## src/rtl/func_out_pkt_buf.sv

```systemverilog
// func_out_pkt_buf
// Output-side packet buffer behind the kernel wrapper. Coalesced result words
// are stored in a small first-word-fall-through FIFO and re-emitted as an
// AXI4-Stream. tlast marks the final word of a host-programmed length.
// A start/busy/done handshake serves the kernel controller.

module func_out_pkt_buf #(
  parameter int C_DATA_WIDTH = 128,
  parameter int DEPTH        = 16,
  parameter int CNT_W        = 32
) (
  input  logic                     aclk,
  input  logic                     areset,
  input  logic                     ctrl_start,
  input  logic [CNT_W-1:0]         ctrl_len,
  output logic                     ctrl_busy,
  output logic                     ctrl_done,
  input  logic                     s_tvalid,
  input  logic [C_DATA_WIDTH-1:0]  s_tdata,
  output logic                     s_tready,
  output logic                     m_tvalid,
  output logic [C_DATA_WIDTH-1:0]  m_tdata,
  output logic                     m_tlast,
  input  logic                     m_tready,
  output logic [$clog2(DEPTH):0]   fill_level
);

  localparam int AW = $clog2(DEPTH);
  localparam int FW = AW + 1;

  localparam logic [FW-1:0]    FULL_LVL = FW'(DEPTH);
  localparam logic [FW-1:0]    FILL_ONE = FW'(1);
  localparam logic [AW-1:0]    PTR_ONE  = AW'(1);
  localparam logic [CNT_W-1:0] CNT_ONE  = CNT_W'(1);

  typedef enum logic [1:0] {
    ST_IDLE = 2'd0,
    ST_RUN  = 2'd1,
    ST_DONE = 2'd2
  } state_t;

  state_t                  r_state;
  logic [CNT_W-1:0]        r_len;
  logic [CNT_W-1:0]        r_in_cnt;
  logic [CNT_W-1:0]        r_out_cnt;
  logic [AW-1:0]           r_wr_ptr;
  logic [AW-1:0]           r_rd_ptr;
  logic [FW-1:0]           r_fill;
  logic [C_DATA_WIDTH-1:0] r_mem [DEPTH];

  logic w_full;
  logic w_empty;
  logic w_in_room;
  logic w_last_out;
  logic w_push;
  logic w_pop;

  // Flow-control terms derived only from registered state, so s_tready never
  // depends combinationally on m_tready. A full FIFO refuses a push even in a
  // cycle that also pops.
  assign w_full     = (r_fill == FULL_LVL);
  assign w_empty    = (r_fill == '0);
  assign w_in_room  = (r_in_cnt != r_len);
  assign w_last_out = (r_out_cnt == (r_len - CNT_ONE));

  assign s_tready   = (r_state == ST_RUN) && !w_full && w_in_room;
  assign m_tvalid   = !w_empty;
  assign m_tlast    = m_tvalid && w_last_out;
  // The storage array is not cleared by reset, so the head entry is masked
  // whenever nothing valid is buffered; this keeps m_tdata at 0 after reset.
  assign m_tdata    = m_tvalid ? r_mem[r_rd_ptr] : '0;

  assign w_push     = s_tvalid && s_tready;
  assign w_pop      = m_tvalid && m_tready;

  assign ctrl_busy  = (r_state != ST_IDLE);
  assign ctrl_done  = (r_state == ST_DONE);
  assign fill_level = r_fill;

  // Transfer control: IDLE/RUN/DONE sequencing plus the length and word counters.
  // NOTE: every clocked block uses non-blocking assignments so all registers
  // update from the same pre-edge values, independent of block ordering.
  always_ff @(posedge aclk) begin
    if (areset) begin
      r_state   <= ST_IDLE;
      r_len     <= '0;
      r_in_cnt  <= '0;
      r_out_cnt <= '0;
    end else begin
      case (r_state)
        ST_IDLE: begin
          if (ctrl_start) begin
            r_in_cnt  <= '0;
            r_out_cnt <= '0;
            if (ctrl_len != '0) begin
              r_len   <= ctrl_len;
              r_state <= ST_RUN;
            end else begin
              r_state <= ST_DONE;
            end
          end
        end
        ST_RUN: begin
          if (w_push) begin
            r_in_cnt <= r_in_cnt + CNT_ONE;
          end
          if (w_pop) begin
            r_out_cnt <= r_out_cnt + CNT_ONE;
            if (w_last_out) begin
              r_state <= ST_DONE;
            end
          end
        end
        ST_DONE: begin
          r_state <= ST_IDLE;
        end
        default: begin
          r_state <= ST_IDLE;
        end
      endcase
    end
  end

  // FIFO bookkeeping: wrapping pointers and an occupancy count that holds on
  // a simultaneous push and pop.
  always_ff @(posedge aclk) begin
    if (areset) begin
      r_wr_ptr <= '0;
      r_rd_ptr <= '0;
      r_fill   <= '0;
    end else begin
      if (w_push) begin
        r_wr_ptr <= r_wr_ptr + PTR_ONE;
      end
      if (w_pop) begin
        r_rd_ptr <= r_rd_ptr + PTR_ONE;
      end
      case ({w_push, w_pop})
        2'b10:   r_fill <= r_fill + FILL_ONE;
        2'b01:   r_fill <= r_fill - FILL_ONE;
        default: r_fill <= r_fill;
      endcase
    end
  end

  // Word storage written at the write pointer on each accepted input word.
  // NOTE: the array has no reset; clearing the pointers and occupancy already
  // marks every entry stale, and a reset-free array maps onto plain RAM/flops.
  always_ff @(posedge aclk) begin
    if (w_push) begin
      r_mem[r_wr_ptr] <= s_tdata;
    end
  end

endmodule

```

## config.mk

```make
export PLATFORM = sky130hd
export DESIGN_NAME = func_out_pkt_buf
export DESIGN_NICKNAME = d
export VERILOG_FILES = /design/src/rtl/func_out_pkt_buf.sv
export SDC_FILE = /design/constraint.sdc
export NUM_CORES = 2
export LEC_CHECK = 0
export BUFFER_PORTS_ARGS = -buffer_cell sky130_fd_sc_hd__clkbuf_2
export CORE_ASPECT_RATIO = 0.8
export CORE_UTILIZATION = 62
export CTS_CLUSTER_DIAMETER = 100
export DETAILED_ROUTE_END_ITERATION = 8
export GPL_TIMING_DRIVEN = 1
export PLACE_DENSITY = 0.78
export SYNTH_ARGS = -nofsm -noshare
export SYNTH_HDL_FRONTEND = slang
export SYNTH_SLANG_ARGS = --single-unit
```

## constraint.sdc

```tcl
create_clock -name aclk -period 15.65 [get_ports aclk]
set_clock_uncertainty 0.15 [all_clocks]
set_input_delay 2.3475 -clock aclk [delete_from_list [all_inputs] [get_ports aclk]]
set_output_delay 2.3475 -clock aclk [all_outputs]
set_load 0.005 [all_outputs]
```

Word level (Yosys, flattened, before mapping). Memory sizes are Yosys's and may differ from the RTL's. A register that Yosys moved wholly into a read port is not among the register bits. Cells that the tools add are included.

Register bits: 111. RAM bits: 2048. Bits of input ports: 165. Output and inout bits: 138. Memories: 1.

Memories: r_mem (words 16, bits a word 128, rd ports 1, clocked after Yosys merged registers in 1, write ports 1, line 49) `logic [C_DATA_WIDTH-1:0] r_mem [DEPTH];`.

$add $sub $neg: 7. Eq/ne operators: 11. Multiplexer cells: 16. Reduce and logical (&&, ||, !) cells: 17.

Operator list (number): $mux 128 (1); $pmux 32 s2 (2); $mux 32 (3); $add 32x1->32 const B (2); $eq 32x32->1 (1); $ne 32x32->1 (1); $reduce_bool 32->1 (1); $sub 32x1->32 const B (1); $reduce_and 3->1 (4); $pmux 5 s2 (1); $add 4x1->4 const B (2); $mux 2 (4); $mux 4 (2); $ne 2x2->1 const B (4); $reduce_bool 2->1 (3); $add 5x1->5 const B (1); $eq 5x5->1 const B (1); $logic_and 1x1->1 (5); $logic_not 5->1 (1); $sub 5x1->5 const B (1); $eq 2x1->1 const B (2); $eq 2x2->1 const B (2); $pmux 2 s2 (1); $logic_not 1->1 (2); 2 further kinds (3).

Logic depth before layout (Yosys ltp).
Word-level depth: 7. Gate-level depth with buffers: 14. Mapped depth without buffers: 13.

Least setup slack after synthesis. OpenSTA, ideal clock, no wires.

Kind: input-to-reg. From: input port s_tvalid. To: memory r_mem[3][0], enable pin. Library setup time: 0.772 ns. Data arrival time: 11.571 ns. Data required time: 14.728 ns. Setup slack: 3.157 ns. Stages on the path: 5. Path through: nand2_1 > a21oi_1 > buf_2 > nand2_1 > nor3_1.

Cells in the longest elaborated chain, start to end: 3.

RTL lines: start: declaration (line 18) `input logic s_tvalid,`; $logic_and 1x1->1 (line 73) `assign w_push = s_tvalid && s_tready;`; $mux 1 (line 150) `if (w_push) begin`; $mux 1 (implied by the code) (line 151) `r_mem[r_wr_ptr] <= s_tdata;`; end: declaration (line 49).

No other way between the ends.

==> impl_metrics.yaml <==
status:
  status: "complete, no violations"
power:
  combPwrFrac: 0.187
  irDropWorstVdd_uv: 150
  p_seq_frac: 0.471
  switching_power_mw: 3.42
  p_leak_nw: 29.1
  power_density_nw_per_um2: 146
  sw_frac_of_total: 0.250
  power_frac_clock: 0.343
  power.internal_mw: 10.3
yosys:
  yosysTopAreaCellShare: 0.732
  synth_largest_area_cell: "edfxtp_1"
  async_flop_share: 0
  synth_edf_count: 2048
  netlist_area_um2: 84000
  synth-seq-cells: 2163
  synth_warnings: 0
  synth_area_leaders: "edfxtp_1, mux4_2, dfxtp_1"
  ys_top_cells_by_count: "edfxtp_1, mux4_2, nor2_1"
  synth.net_count: 3961
  syn-instance-count: 3783
  ys_seq_area_frac: 0.760
  synth.most_common_cell: "edfxtp_1"
  synth.distinct_cells: 66
  synth_ff_type: "edfxtp_1"
  synth.avg_cell_area_um2: 22.2
sta:
  maxSlewHeadroom: 0.162
  fmax_mhz: 122
  setup_tns_ns: 0
  finalHoldViolations: 0
  worst_pin_slew_ns: 1.25
  period_share: 0.526
  fin_crit_ns: 8.23
  slew_violations: 0
  setup_viol: 0
  rsz0062_at_grt: "false"
  setup_ws_ns: 7.42
setup_path:
  regToRegStartpoint: "r_state[1]$_SDFFE_PP0P_"
  cp_slowest_cell: "buf_4"
  crit_top_cell: "buf_4"
  crit_type: "flop to output pin"
  r2r-end: "r_mem[9][57]$_DFFE_PP_"
  regToRegSetupSlack_ns: 10.58
  path_cells: "buf_4 -> buf_4 -> buf_4 -> mux4_2 -> mux4_2 -> and2_1 -> clkbuf_2"
  cp.required_ns: 13.15
  rr_worst_depth: 10
  cp-end-kind: "output pin"
  path_max_fanout: 77
  path_depth: 7
  crit_family: "buffers and inverters"
  crit_arrival_ns: 5.73
  timing.critical_path.from_type: "flop"
  cp-endpoint: "m_tdata[116]"
  cp_num_buf_inv: 4
  cp_slowest_stage_delay_ns: 0.98
global_routing:
  grt_pass1_vias: 41100
  grt_max_degree: 118
  antenna_found_initial: 31
  grt_pass1_wl_um: 279000
  gr-total-overflow: 0
  grt_usage: 0.288
detailed_routing:
  drc: 0
  via_count: 40500
  wl_per_cell_um: 32.0
  drt_iter0_drc: 4473
  ant_nets: 0
  via_per_inst: 6.65
  drt_first_pass_iters: 6
  routed_wl_um: 195000
finish:
  nFillCells: 7763
  area_delta_synth_final_pct: 11.8
  seq_area_um2: 63800
  final_layout_size_suffix_gt1_frac: 0.306
  nets: 4321
  multi_input_area_um2: 19400
cts:
  cts_buffer_depth: 3
  ctsResizeCount: 0
  cts_sinks: 2163
  path_clk_slew_ns: 0.06
  hold_buffers: 0
  h-tree-depth: 4
  clock_latency_ns: 0.82
  cts_buffers: 194
  cts_root_buf: "clkbuf_16"
  post_cts_buffers: 0
  cts_tree: "done"
job:
  max-cap-violations: 0
placed_design:
  dp_hpwl_um: 92100
  post-place-ws_ns: 8.27
  portBuffers: 302
  gp_congestion: 0.869
floorplan:
  io_pins: 303
  rows: 120
  die-area_um2: 137000
  die_w_um: 413
  die_h_um: 331
  start_util: 0.626
  core_area_um2: 134000
hold_path:
  worstHoldPathType: "flop to flop"
-- worst register-to-register path: stages, from the launching register on --
cell and delay (ns):
dfxtp_1 0.36, and2b_1 0.37, a21boi_0 0.37, nand2_1 0.10, a21oi_1 0.13, buf_4 0.21, nand2_1 0.24, nor2_4 0.13
buf_4 0.63, buf_4 1.00, buf_4 0.96
-- cells by family after synthesis --
| logic type | after synthesis | synth area share |
|---|---|---|
| xor gates and xnor gates | 134 | 0.0140 |
| AOI/OAI and AO/OA | 80 | 0.00623 |
| and+or+nand+nor | 495 | 0.0315 |
| DFF | 2163 | 0.760 |
| buffers and inverters | 220 | 0.0102 |
| muxes | 678 | 0.176 |
| adders and majority gates | 13 | 0.00203 |
-- area by class of cell --
type                    count  area share
inverters                  19    0.000759
multi-input cells        1400       0.207
clock inverters           114      0.0108
diodes                     14    0.000373
flip-flops and latches   2163       0.680
well taps                1769      0.0236
clock buffers             245      0.0554
repair buffers            365      0.0225
-- cell usage in the layout, fill, tap and decap left out, types with 18 or more instances in the layout --
cell,Yosys,layout
edfxtp_1,2048,2048
mux4_2,640,640
clkbuf_2,1,302
clkbuf_16,0,201
nor2_1,148,136
and2_1,132,132
dfxtp_1,115,111
xnor2_1,84,84
buf_4,0,53
xor2_1,50,50
clkinv_1,1,48
nand2_1,46,46
clkbuf_1,132,43
mux2i_1,35,35
clkinv_2,0,35
nand3_1,33,33
a21oi_1,27,27
nand4_1,24,24
nor4_1,18,18
inv_1,18,18
-- registers in the layout, indices dropped and copies added (netlist names), named ones only --
register and count:
r_in_cnt 32, r_wr_ptr 4, fill_level 5, r_out_cnt 32, r_mem 2048, r_rd_ptr 4, r_len 32, r_state 2
-- per-stage QoR --
stage | utilization | area, µm² | hold WS, ns | cells | total power, mW
CTS | 0.700 | 93900 | 0.360 | 6075 | 13.8
global route | 0.700 | 93900 | 0.375 | 6089 | 14.1
detailed placement | 0.654 | 87700 | 0.347 | 5716 | 9.14
finish | 0.700 | 93900 | 0.362 | 6089 | 13.7
floorplan | - | 84000 | 0.318 | 3783 | 8.29
global placement | 0.654 | 87700 | 0.348 | 5716 | 9.11
-- power groups by stage --
stage	clock [mW]	combinational (mW)	sequential, mW
floorplan	0	1.77	6.52
global placement	0	2.54	6.57
detailed placement	0	2.57	6.57
CTS	4.76	2.60	6.45
global route	4.96	2.74	6.45
finish	4.70	2.56	6.45
-- worst min-delay path by stage --
stage	startpoint	end	slack (ns)	cells after the start
2_1_floorplan	r_rd_ptr[1]$_SDFFE_PP0P_	flop	0.32	2
3_3_place_gp	r_out_cnt[16]$_SDFFE_PP0P_	r_out_cnt[16]$_SDFFE_PP0P_	0.35	2
3_5_place_dp	r_rd_ptr[1]$_SDFFE_PP0P_	flop	0.35	2
4_1_cts	r_in_cnt[1]$_SDFFE_PP0P_	r_in_cnt[1]$_SDFFE_PP0P_	0.36	2
5_1_grt	r_out_cnt[21]$_SDFFE_PP0P_	r_out_cnt[21]$_SDFFE_PP0P_	0.37	2
6_report	r_rd_ptr[1]$_SDFFE_PP0P_	flop	0.36	2
-- per-layer routing --
layer / wire length [µm] / global-route usage
met3: 17900 / 0.0683
met5: 206 / 0
met2: 96000 / 0.452
met4: 6150 / 0.111
met1: 74600 / 0.398
Power figures use the tool's default switching activity.
